### src/rtl/fifo_rd_stream.sv
// rtl/fifo_rd_stream.sv - FIFO read-side drain into a skid-buffered valid/ready packet stream
// Optional STATS_EN macro adds word_cnt / pkt_cnt_out counters.
module fifo_rd_stream #(
    parameter int FIFO_WIDTH = 16,
    parameter int BUF_DEPTH  = 4,
    parameter int PKT_LEN    = 8
) (
    input  logic                  clk,
    input  logic                  rst,
    input  logic                  en,
    input  logic [FIFO_WIDTH-1:0] fifo_data_out,
    input  logic                  fifo_empty,
    input  logic                  fifo_underflow,
    output logic                  fifo_rd_en,
    output logic [FIFO_WIDTH-1:0] m_data,
    output logic                  m_valid,
    input  logic                  m_ready,
    output logic                  m_last,
    output logic                  busy,
    output logic                  err_underflow
`ifdef STATS_EN
    ,
    output logic [31:0]           word_cnt,
    output logic [15:0]           pkt_cnt_out
`endif
);

    localparam int CW = $clog2(BUF_DEPTH + 1);
    localparam int AW = (BUF_DEPTH > 1) ? $clog2(BUF_DEPTH) : 1;
    localparam int PW = (PKT_LEN > 1) ? $clog2(PKT_LEN) : 1;
    localparam logic [CW:0]   L_DEPTH    = (CW+1)'(BUF_DEPTH);
    localparam logic [AW-1:0] L_PTR_LAST = AW'(BUF_DEPTH - 1);
    localparam logic [PW-1:0] L_PKT_LAST = PW'(PKT_LEN - 1);

    typedef enum logic {
        S_IDLE,
        S_IN_PKT
    } pkt_state_t;

    logic [FIFO_WIDTH-1:0] r_mem [0:BUF_DEPTH-1];
    logic [AW-1:0]         r_wr_ptr;
    logic [AW-1:0]         r_rd_ptr;
    logic [CW-1:0]         r_count;
    logic                  r_inflight;
    logic                  r_issue_empty;
    logic                  r_err;
    logic [PW-1:0]         r_pkt_cnt;
    pkt_state_t            r_state;
    pkt_state_t            w_state_nxt;

    logic [CW:0]           w_occupancy;
    logic                  w_push;
    logic                  w_pop;
    logic                  w_last;

    function automatic logic [AW-1:0] ptr_inc(input logic [AW-1:0] p);
        return (p == L_PTR_LAST) ? '0 : p + AW'(1);
    endfunction

    // Every in-flight read already owns a buffer slot, so the gate never overfills.
    assign w_occupancy = {1'b0, r_count} + {{CW{1'b0}}, r_inflight};
    assign fifo_rd_en  = en & ~fifo_empty & ~rst & (w_occupancy < L_DEPTH);

    assign m_valid       = (r_count != '0);
    assign m_data        = m_valid ? r_mem[r_rd_ptr] : '0;
    assign w_last        = m_valid & (r_pkt_cnt == L_PKT_LAST);
    assign m_last        = w_last;
    assign w_push        = r_inflight;
    assign w_pop         = m_valid & m_ready;
    assign busy          = r_inflight | m_valid;
    assign err_underflow = r_err;

    always_ff @(posedge clk) begin
        if (rst) begin
            r_inflight    <= 1'b0;
            r_issue_empty <= 1'b0;
        end else begin
            r_inflight    <= fifo_rd_en;
            r_issue_empty <= fifo_rd_en & fifo_empty;
        end
    end

    always_ff @(posedge clk) begin
        if (w_push) begin
            r_mem[r_wr_ptr] <= fifo_data_out;
        end
    end

    always_ff @(posedge clk) begin
        if (rst) begin
            r_wr_ptr <= '0;
            r_rd_ptr <= '0;
            r_count  <= '0;
        end else begin
            if (w_push) begin
                r_wr_ptr <= ptr_inc(r_wr_ptr);
            end
            if (w_pop) begin
                r_rd_ptr <= ptr_inc(r_rd_ptr);
            end
            case ({w_push, w_pop})
                2'b10:   r_count <= r_count + CW'(1);
                2'b01:   r_count <= r_count - CW'(1);
                default: r_count <= r_count;
            endcase
        end
    end

    // Inflight with an empty FIFO at issue cannot happen given the read gate; kept as a checker.
    always_ff @(posedge clk) begin
        if (rst) begin
            r_err <= 1'b0;
        end else if (fifo_underflow || (r_inflight && r_issue_empty)) begin
            r_err <= 1'b1;
        end
    end

    always_ff @(posedge clk) begin
        if (rst) begin
            r_state   <= S_IDLE;
            r_pkt_cnt <= '0;
        end else begin
            r_state <= w_state_nxt;
            if (w_pop) begin
                r_pkt_cnt <= w_last ? '0 : r_pkt_cnt + PW'(1);
            end
        end
    end

    always_comb begin
        w_state_nxt = r_state;
        case (r_state)
            S_IDLE: begin
                if (w_pop && (PKT_LEN > 1)) begin
                    w_state_nxt = S_IN_PKT;
                end
            end
            S_IN_PKT: begin
                if (w_pop && w_last) begin
                    w_state_nxt = S_IDLE;
                end
            end
            default: w_state_nxt = S_IDLE;
        endcase
    end

`ifdef STATS_EN
    logic [31:0] r_word_cnt;
    logic [15:0] r_pkt_cnt_out;

    always_ff @(posedge clk) begin
        if (rst) begin
            r_word_cnt    <= '0;
            r_pkt_cnt_out <= '0;
        end else if (w_pop) begin
            r_word_cnt <= r_word_cnt + 32'd1;
            if (w_last) begin
                r_pkt_cnt_out <= r_pkt_cnt_out + 16'd1;
            end
        end
    end

    assign word_cnt    = r_word_cnt;
    assign pkt_cnt_out = r_pkt_cnt_out;
`endif

endmodule

### config.mk
export PLATFORM = sky130hd
export DESIGN_NAME = fifo_rd_stream
export DESIGN_NICKNAME = d
export VERILOG_FILES = /design/src/rtl/fifo_rd_stream.sv
export SDC_FILE = /design/constraint.sdc
export NUM_CORES = 1
export LEC_CHECK = 0
export ABC_AREA = 1
export BUFFER_PORTS_ARGS = -buffer_cell sky130_fd_sc_hd__buf_4
export CORE_AREA = 8 8 87 108
export DETAILED_ROUTE_END_ITERATION = 12
export DIE_AREA = 0 0 95 116
export PLACE_DENSITY = 0.65
export SYNTH_ARGS = -nofsm -noshare
export SYNTH_HDL_FRONTEND = slang
export SYNTH_SLANG_ARGS = --single-unit
### constraint.sdc
create_clock -name clk -period 2.4 [get_ports clk]
set_input_delay 0.48 -clock clk [delete_from_list [all_inputs] [get_ports clk]]
set_output_delay 0.48 -clock clk [all_outputs]
set_load 0.01 [all_outputs]
==> results.ini, run 1 <==
[yosys]
synth_nets = 338
synth_edf_count = 64
synth_cell_type_count = 26
synth.cell_area_sq_mm = 0.00338
synth_ff_type = edfxtp_1
syn_inst = 307
yosys_warnings = 0
synth-seq-area-share_pct = 65.8
async_reset_ff_share_pct = 0
ys_seq_elements = 79
avgSynthCellArea_sq_um = 11.0

[routing]
drtPass1Iterations = 4
wire_per_inst_um = 13.9
drt-initial-drc-count = 145
ant_nets = 0
routed_wirelength_um = 6270
viasPerCell = 4.84
routed-via-count = 2180
remaining_drc_errors = 0

[timing]
timing_hold_violations_final = 0
slew-limit-headroom_pct = 49.7
fmax_mhz = 465
setup_viol = 0
layout_min_cycle_time_ps = 2150
fin_skew_ps = 7.83
rsz0062_at_grt = no
worstMarginPinSlew_ps = 754
drv_slew = 0
fin_tns_setup_ps = 0
period_share_pct = 89.5

[grt]
grt_max_degree = 33
grt_usage_pct = 12.2
grt_pass1_wl_um = 10200
antenna_found_initial = 0
grt_pass1_vias = 2189
grt-ovfl-total = 0

[cts]
cts_max_level = 3
cts_tree = built
clock_latency_ps = 340
cts.reportedPaths.clkPinSlew_ps = 70
holdBufCountCts = 0
clock_path_buffers = 2
cts_root_buf = clkbuf_8
cts_buffers = 9
cts.sinks = 79
post_cts_buffers = 0
cts_resized = 0

[worst_hold_path]
holdPathEnd = err_underflow
worstHoldStart = rst
hold_path_depth = 2
holdCritPathClass = primary input to register

[worst_setup_path]
reg2reg_slack_ps = 550
critical_path.top_delay_family = flip-flops
critPathCaptureType = output pin
worstRegToRegCells = 13
slowest_stage = dfxtp_1
critPathBufInv = 2
slowest_delay_ps = 510
worstSetupPathType = register to output pin
crit_arrival_ps = 1670
rr_endpoint = r_count[2]
crit_path_start_kind = register
rr_startpoint = r_count[1]
crit_fanout = 16
worstPathRequired_ps = 1920
critical_path.cell_chain = buf_4 > nor2_1 > nor2_1 > o21ai_0 > a21oi_1 > buf_4

[cells_and_area]
layout_common_cells = 71 x nand2_1, 64 x edfxtp_1, 46 x buf_4
drive_gt1_share_pct = 21.1
final_core_util_pct = 50.7
area_growth_pct = 15.6
layout_commonest_cell = nand2_1
nNetsFinal = 381
num_antenna_cells = 0

[floorplan]
die_h_um = 116
die_w_um = 95
rows = 36
start_util_pct = 43.9
core-area_sq_mm = 0.00770
dieArea_sq_mm = 0.0110
io_pins = 43

[power]
p_per_area_mw_per_mm2 = 1000
ir_drop_mv = 0.537
leakagePower_nw = 1.60

[outcome]
status = finished, final reports clean

[job]
cap_violations = 0

[place]
gp_routability_congestion = 0.711
numPortBuffers = 42
place_hpwl_um = 3990

-- power breakdown --
group          internal [W]  switching, W
Combinational      0.000491      0.000760
Clock              0.000582      0.000449
Sequential          0.00156     0.0000636
Total               0.00264       0.00127
-- through the flow --
step	instance area (sq um)	hold slack, ps	total power [W]	setup slack (ps)	std cells
after global routing	3910	303	0.00419	90.7	450
after detailed placement	3690	437	0.00293	559	434
after floorplan	3380	423	0.00257	691	307
final	3910	317	0.00391	252	450
after CTS	3910	302	0.00398	212	450
after global placement	3690	433	0.00290	622	434
-- layer usage --
metal	part of all wire, %	global-route usage [%]	vias up
li1	-	-	1103
met4	1.9	6.26	0
met3	5.2	2.98	13
met2	50	20.8	58
met5	0	0	-
met1	43	13.9	1006
-- Yosys cell counts (all sizes together) (2+ instances only) --
cell	instances	area [sq um]
nand2	83	342
edfxtp	64	1920
nor2	45	169
a21oi	25	125
inv	20	82.6
o21ai	19	95.1
dfxtp	15	300
buf	14	150
ha	8	100
nand3	4	20.0
a31oi	2	12.5
nand3b	2	15.0
-- flip-flops by register name, summed over array words and instances (netlist names), named ones only --
signal	count
r_wr_ptr	2
r_mem	64
err_underflow	1
r_count	3
r_inflight	1
r_rd_ptr	2
r_issue_empty	1
r_pkt_cnt	3
-- worst max-delay path by stage --
| stage | startpoint | end | cells past startpoint |
|---|---|---|---|
| 2_1_floorplan | m_ready | r_count[2] | 12 |
| 3_3_place_gp | r_count[1] | r_count[2] | 13 |
| 5_1_grt | register | m_data[8] | 6 |
| 6_report | register | m_data[7] | 6 |
| 3_5_place_dp | r_count[1] | r_count[2] | 13 |
| 4_1_cts | register | m_data[6] | 6 |
-- kinds of logic after synthesis --
logic type	Yosys count	share of synthesized area [%]
flip-flops	79	65.8
buffers and inverters	35	7.00
other	1	0.111
AND/OR/NAND/NOR	137	16.7
adder cells (fa/ha/maj)	9	3.56
AO/OA/AOI/OAI	46	6.89
-- worst register-to-register path, cell delays in order (launching register included) --
cell and delay, ps:
dfxtp_1 410, nor2_1 80, nand2_2 190, nand2_2 100, inv_1 70, ha_1 150
inv_1 70, fa_1 380, inv_1 60, nand2_1 60, nand3_1 70, nand2_1 50
inv_1 40, nor2_1 30
-- area by class of cell --
| cell class | instances | area (sq um) |
|---|---|---|
| fillers | 691 | 3800 |
| flip-flops and latches | 79 | 2220 |
| multi-input cells | 193 | 920 |
| repair buffers | 46 | 345 |
| clock buffers | 10 | 128 |
| well taps | 95 | 119 |
| inverters | 21 | 86.3 |
| clock inverters | 6 | 85.1 |
(Power assumes the default switching activity.)
==> run 2: changes to the inputs <==
--- a/config.mk
+++ b/config.mk
@@ -7,10 +7,10 @@
 export LEC_CHECK = 0
 export ABC_AREA = 1
 export BUFFER_PORTS_ARGS = -buffer_cell sky130_fd_sc_hd__buf_4
-export CORE_AREA = 8 8 87 108
+export CORE_AREA = 8 8 113 141
 export DETAILED_ROUTE_END_ITERATION = 12
-export DIE_AREA = 0 0 95 116
-export PLACE_DENSITY = 0.65
+export DIE_AREA = 0 0 121 149
+export PLACE_DENSITY = 0.43
 export SYNTH_ARGS = -nofsm -noshare
 export SYNTH_HDL_FRONTEND = slang
 export SYNTH_SLANG_ARGS = --single-unit
==> run 2 against run 1 <==
Compared with the run above: clock skew down 1.8 ps; global-route usage down 3.8 points; fmax up 1.7%; die area up 64%; final cell count up 18%; utilization down 21 points; via count up 0.46%; register-to-register slack about the same; count of clock-buffer cells in the layout unchanged; first-iteration DRC count down 20%; critical path type unchanged; largest cell class unchanged.
==> results.ini, run 2 (same netlist as run 1, synthesis figures left out) <==
[outcome]
status = finished, final reports clean  ; unchanged

[place]
numPortBuffers = 42  ; unchanged
place_hpwl_um = 4610  ; was 3990 um
dp_cells = 516  ; was 434
gp_routability_congestion = 0.740  ; was 0.711

[cts]
cts_root_buf = clkbuf_16  ; was clkbuf_8
clock_path_buffers = 2  ; unchanged
clock_latency_ps = 330  ; was 340 ps
cts_resized = 0  ; unchanged
cts_buffers = 9  ; unchanged
cts.sinks = 79  ; unchanged
cts_tree = built  ; unchanged
post_cts_buffers = 0  ; unchanged
cts_max_level = 3  ; unchanged
cts.reportedPaths.clkPinSlew_ps = 60  ; was 70 ps
holdBufCountCts = 0  ; unchanged

[cells_and_area]
nFillCells = 1410  ; was 691
drive_gt1_share_pct = 21.8  ; was 21.1%
layout_common_cells = 71 x nand2_1, 64 x edfxtp_1, 47 x buf_4  ; was 71 x nand2_1, 64 x edfxtp_1, 46 x buf_4
fin_cells = 532  ; was 450
largest_register = r_mem  ; unchanged
nNetsFinal = 383  ; was 381
reg_top3 = r_mem: 64 flops, r_count: 3 flops, r_pkt_cnt: 3 flops  ; unchanged
num_antenna_cells = 0  ; unchanged
layout_commonest_cell = nand2_1  ; unchanged
area_growth_pct = 21.7  ; was 15.6%
largest_register_ff_count = 64  ; unchanged

[timing]
timing_hold_violations_final = 0  ; unchanged
drv_slew = 0  ; unchanged
rsz0062_at_grt = no  ; unchanged
period_share_pct = 88.0  ; was 89.5%
fin_tns_setup_ps = 0  ; unchanged
fin_skew_ps = 6.01  ; was 7.83 ps
fmax_mhz = 474  ; was 465 MHz
setup_viol = 0  ; unchanged
worst_hold_slack_ps = 329  ; was 317 ps
layout_min_cycle_time_ps = 2110  ; was 2150 ps

[power]
p_sw_share_pct = 32.6  ; about the same
p_clk_share_pct = 30.9  ; was 26.4%
p_switching_w = 0.00138  ; was 0.00127 W
combPwrFrac_pct = 31.0  ; was 32.0%
p_int_w = 0.00286  ; was 0.00264 W
leakagePower_nw = 1.66  ; was 1.60 nW
ir_drop_mv = 0.610  ; was 0.537 mV
p_per_area_mw_per_mm2 = 1030  ; was 1000 mW/mm^2
seq_power_share_pct = 38.1  ; was 41.6%
total_power_w = 0.00425  ; was 0.00391 W

[grt]
grt_max_degree = 34  ; was 33
grt_pass1_wl_um = 11600  ; was 10,200 um
grt_usage_pct = 8.44  ; was 12.2%
grt_pass1_vias = 2280  ; was 2,189
antenna_found_initial = 0  ; unchanged
grt-ovfl-total = 0  ; unchanged

[worst_setup_path]
worstRegToRegCells = 12  ; was 13
worstPathRequired_ps = 1920  ; about the same
crit_arrival_ps = 1630  ; was 1670 ps
crit_path_start_kind = register  ; unchanged
critPathCaptureType = output pin  ; unchanged
worstSetupPathType = register to output pin  ; unchanged
crit_fanout = 18  ; was 16

[routing]
viasPerCell = 4.12  ; was 4.84
drtPass1Iterations = 4  ; unchanged
ant_nets = 0  ; unchanged
routed_wirelength_um = 7280  ; was 6270 um
remaining_drc_errors = 0  ; unchanged
wire_per_inst_um = 13.7  ; was 13.9 um
routed-via-count = 2190  ; was 2,180
drt-initial-drc-count = 116  ; was 145

[floorplan]
core-area_sq_mm = 0.0136  ; was 0.00770 sq mm
start_util_pct = 24.8  ; was 43.9%
die_h_um = 149  ; was 116 um
dieArea_sq_mm = 0.0180  ; was 0.0110 sq mm
rows = 48  ; was 36
io_pins = 43  ; unchanged
die_w_um = 121  ; was 95 um

[worst_hold_path]
hold_path_depth = 2  ; unchanged
holdCritPathClass = primary input to register  ; unchanged

[job]
cap_violations = 0  ; unchanged

==> run 2: through the flow <==
stage / setup slack (ps) / util, % / area, sq um
floorplan: 691 / - / 3380
global placement: 613 / 28.0 / 3820
detailed placement: 572 / 28.0 / 3820
CTS: 242 / 30.1 / 4110
global route: 136 / 30.1 / 4110
finish: 288 / 30.1 / 4110
==> run 2: power groups by stage <==
| stage | combinational [W] | sequential [W] | clock [W] |
|---|---|---|---|
| floorplan | 0.000938 | 0.00163 | 0 |
| global placement | 0.00133 | 0.00164 | 0 |
| detailed placement | 0.00135 | 0.00165 | 0 |
| CTS | 0.00136 | 0.00162 | 0.00136 |
| global route | 0.00150 | 0.00163 | 0.00140 |
| finish | 0.00132 | 0.00162 | 0.00131 |
==> run 2: cell type report <==
class	count	area, sq um	share of cell area, %
tap	175	219	5.33
inverter	21	86.3	2.10
multi-input combinational	193	920	22.4
clock inverter	6	61.3	1.49
timing repair buffer	48	373	9.07
sequential	79	2220	54.1
clock buffer	10	229	5.57
==> run 2: final timing paths <==
path                      start             to  slack, ps
setup / recovery     r_count[2]      m_data[7]        290
hold / removal              rst    r_wr_ptr[0]        330
setup reg to reg     r_count[2]     r_count[2]        560
hold reg to reg   r_issue_empty  err_underflow        460
==> run 2: layer usage <==
| metal | routed length [um] | vias to the layer above | share of wire, % | GRT usage (%) |
|---|---|---|---|---|
| met2 | 3660 | 36 | 50 | 14.2 |
| met5 | 0 | - | 0 | 0 |
| met4 | 136 | 0 | 1.9 | 4.51 |
| met3 | 201 | 6 | 2.8 | 1.93 |
| met1 | 3290 | 1034 | 45 | 9.73 |
| li1 | - | 1114 | - | - |
==> run 2: worst max-delay path, cell delays in order (launching register included) <==
cell and delay, ps:
dfxtp_1 380, inv_1 80, nand2_2 190, inv_2 230, a21oi_1 250, buf_4 160
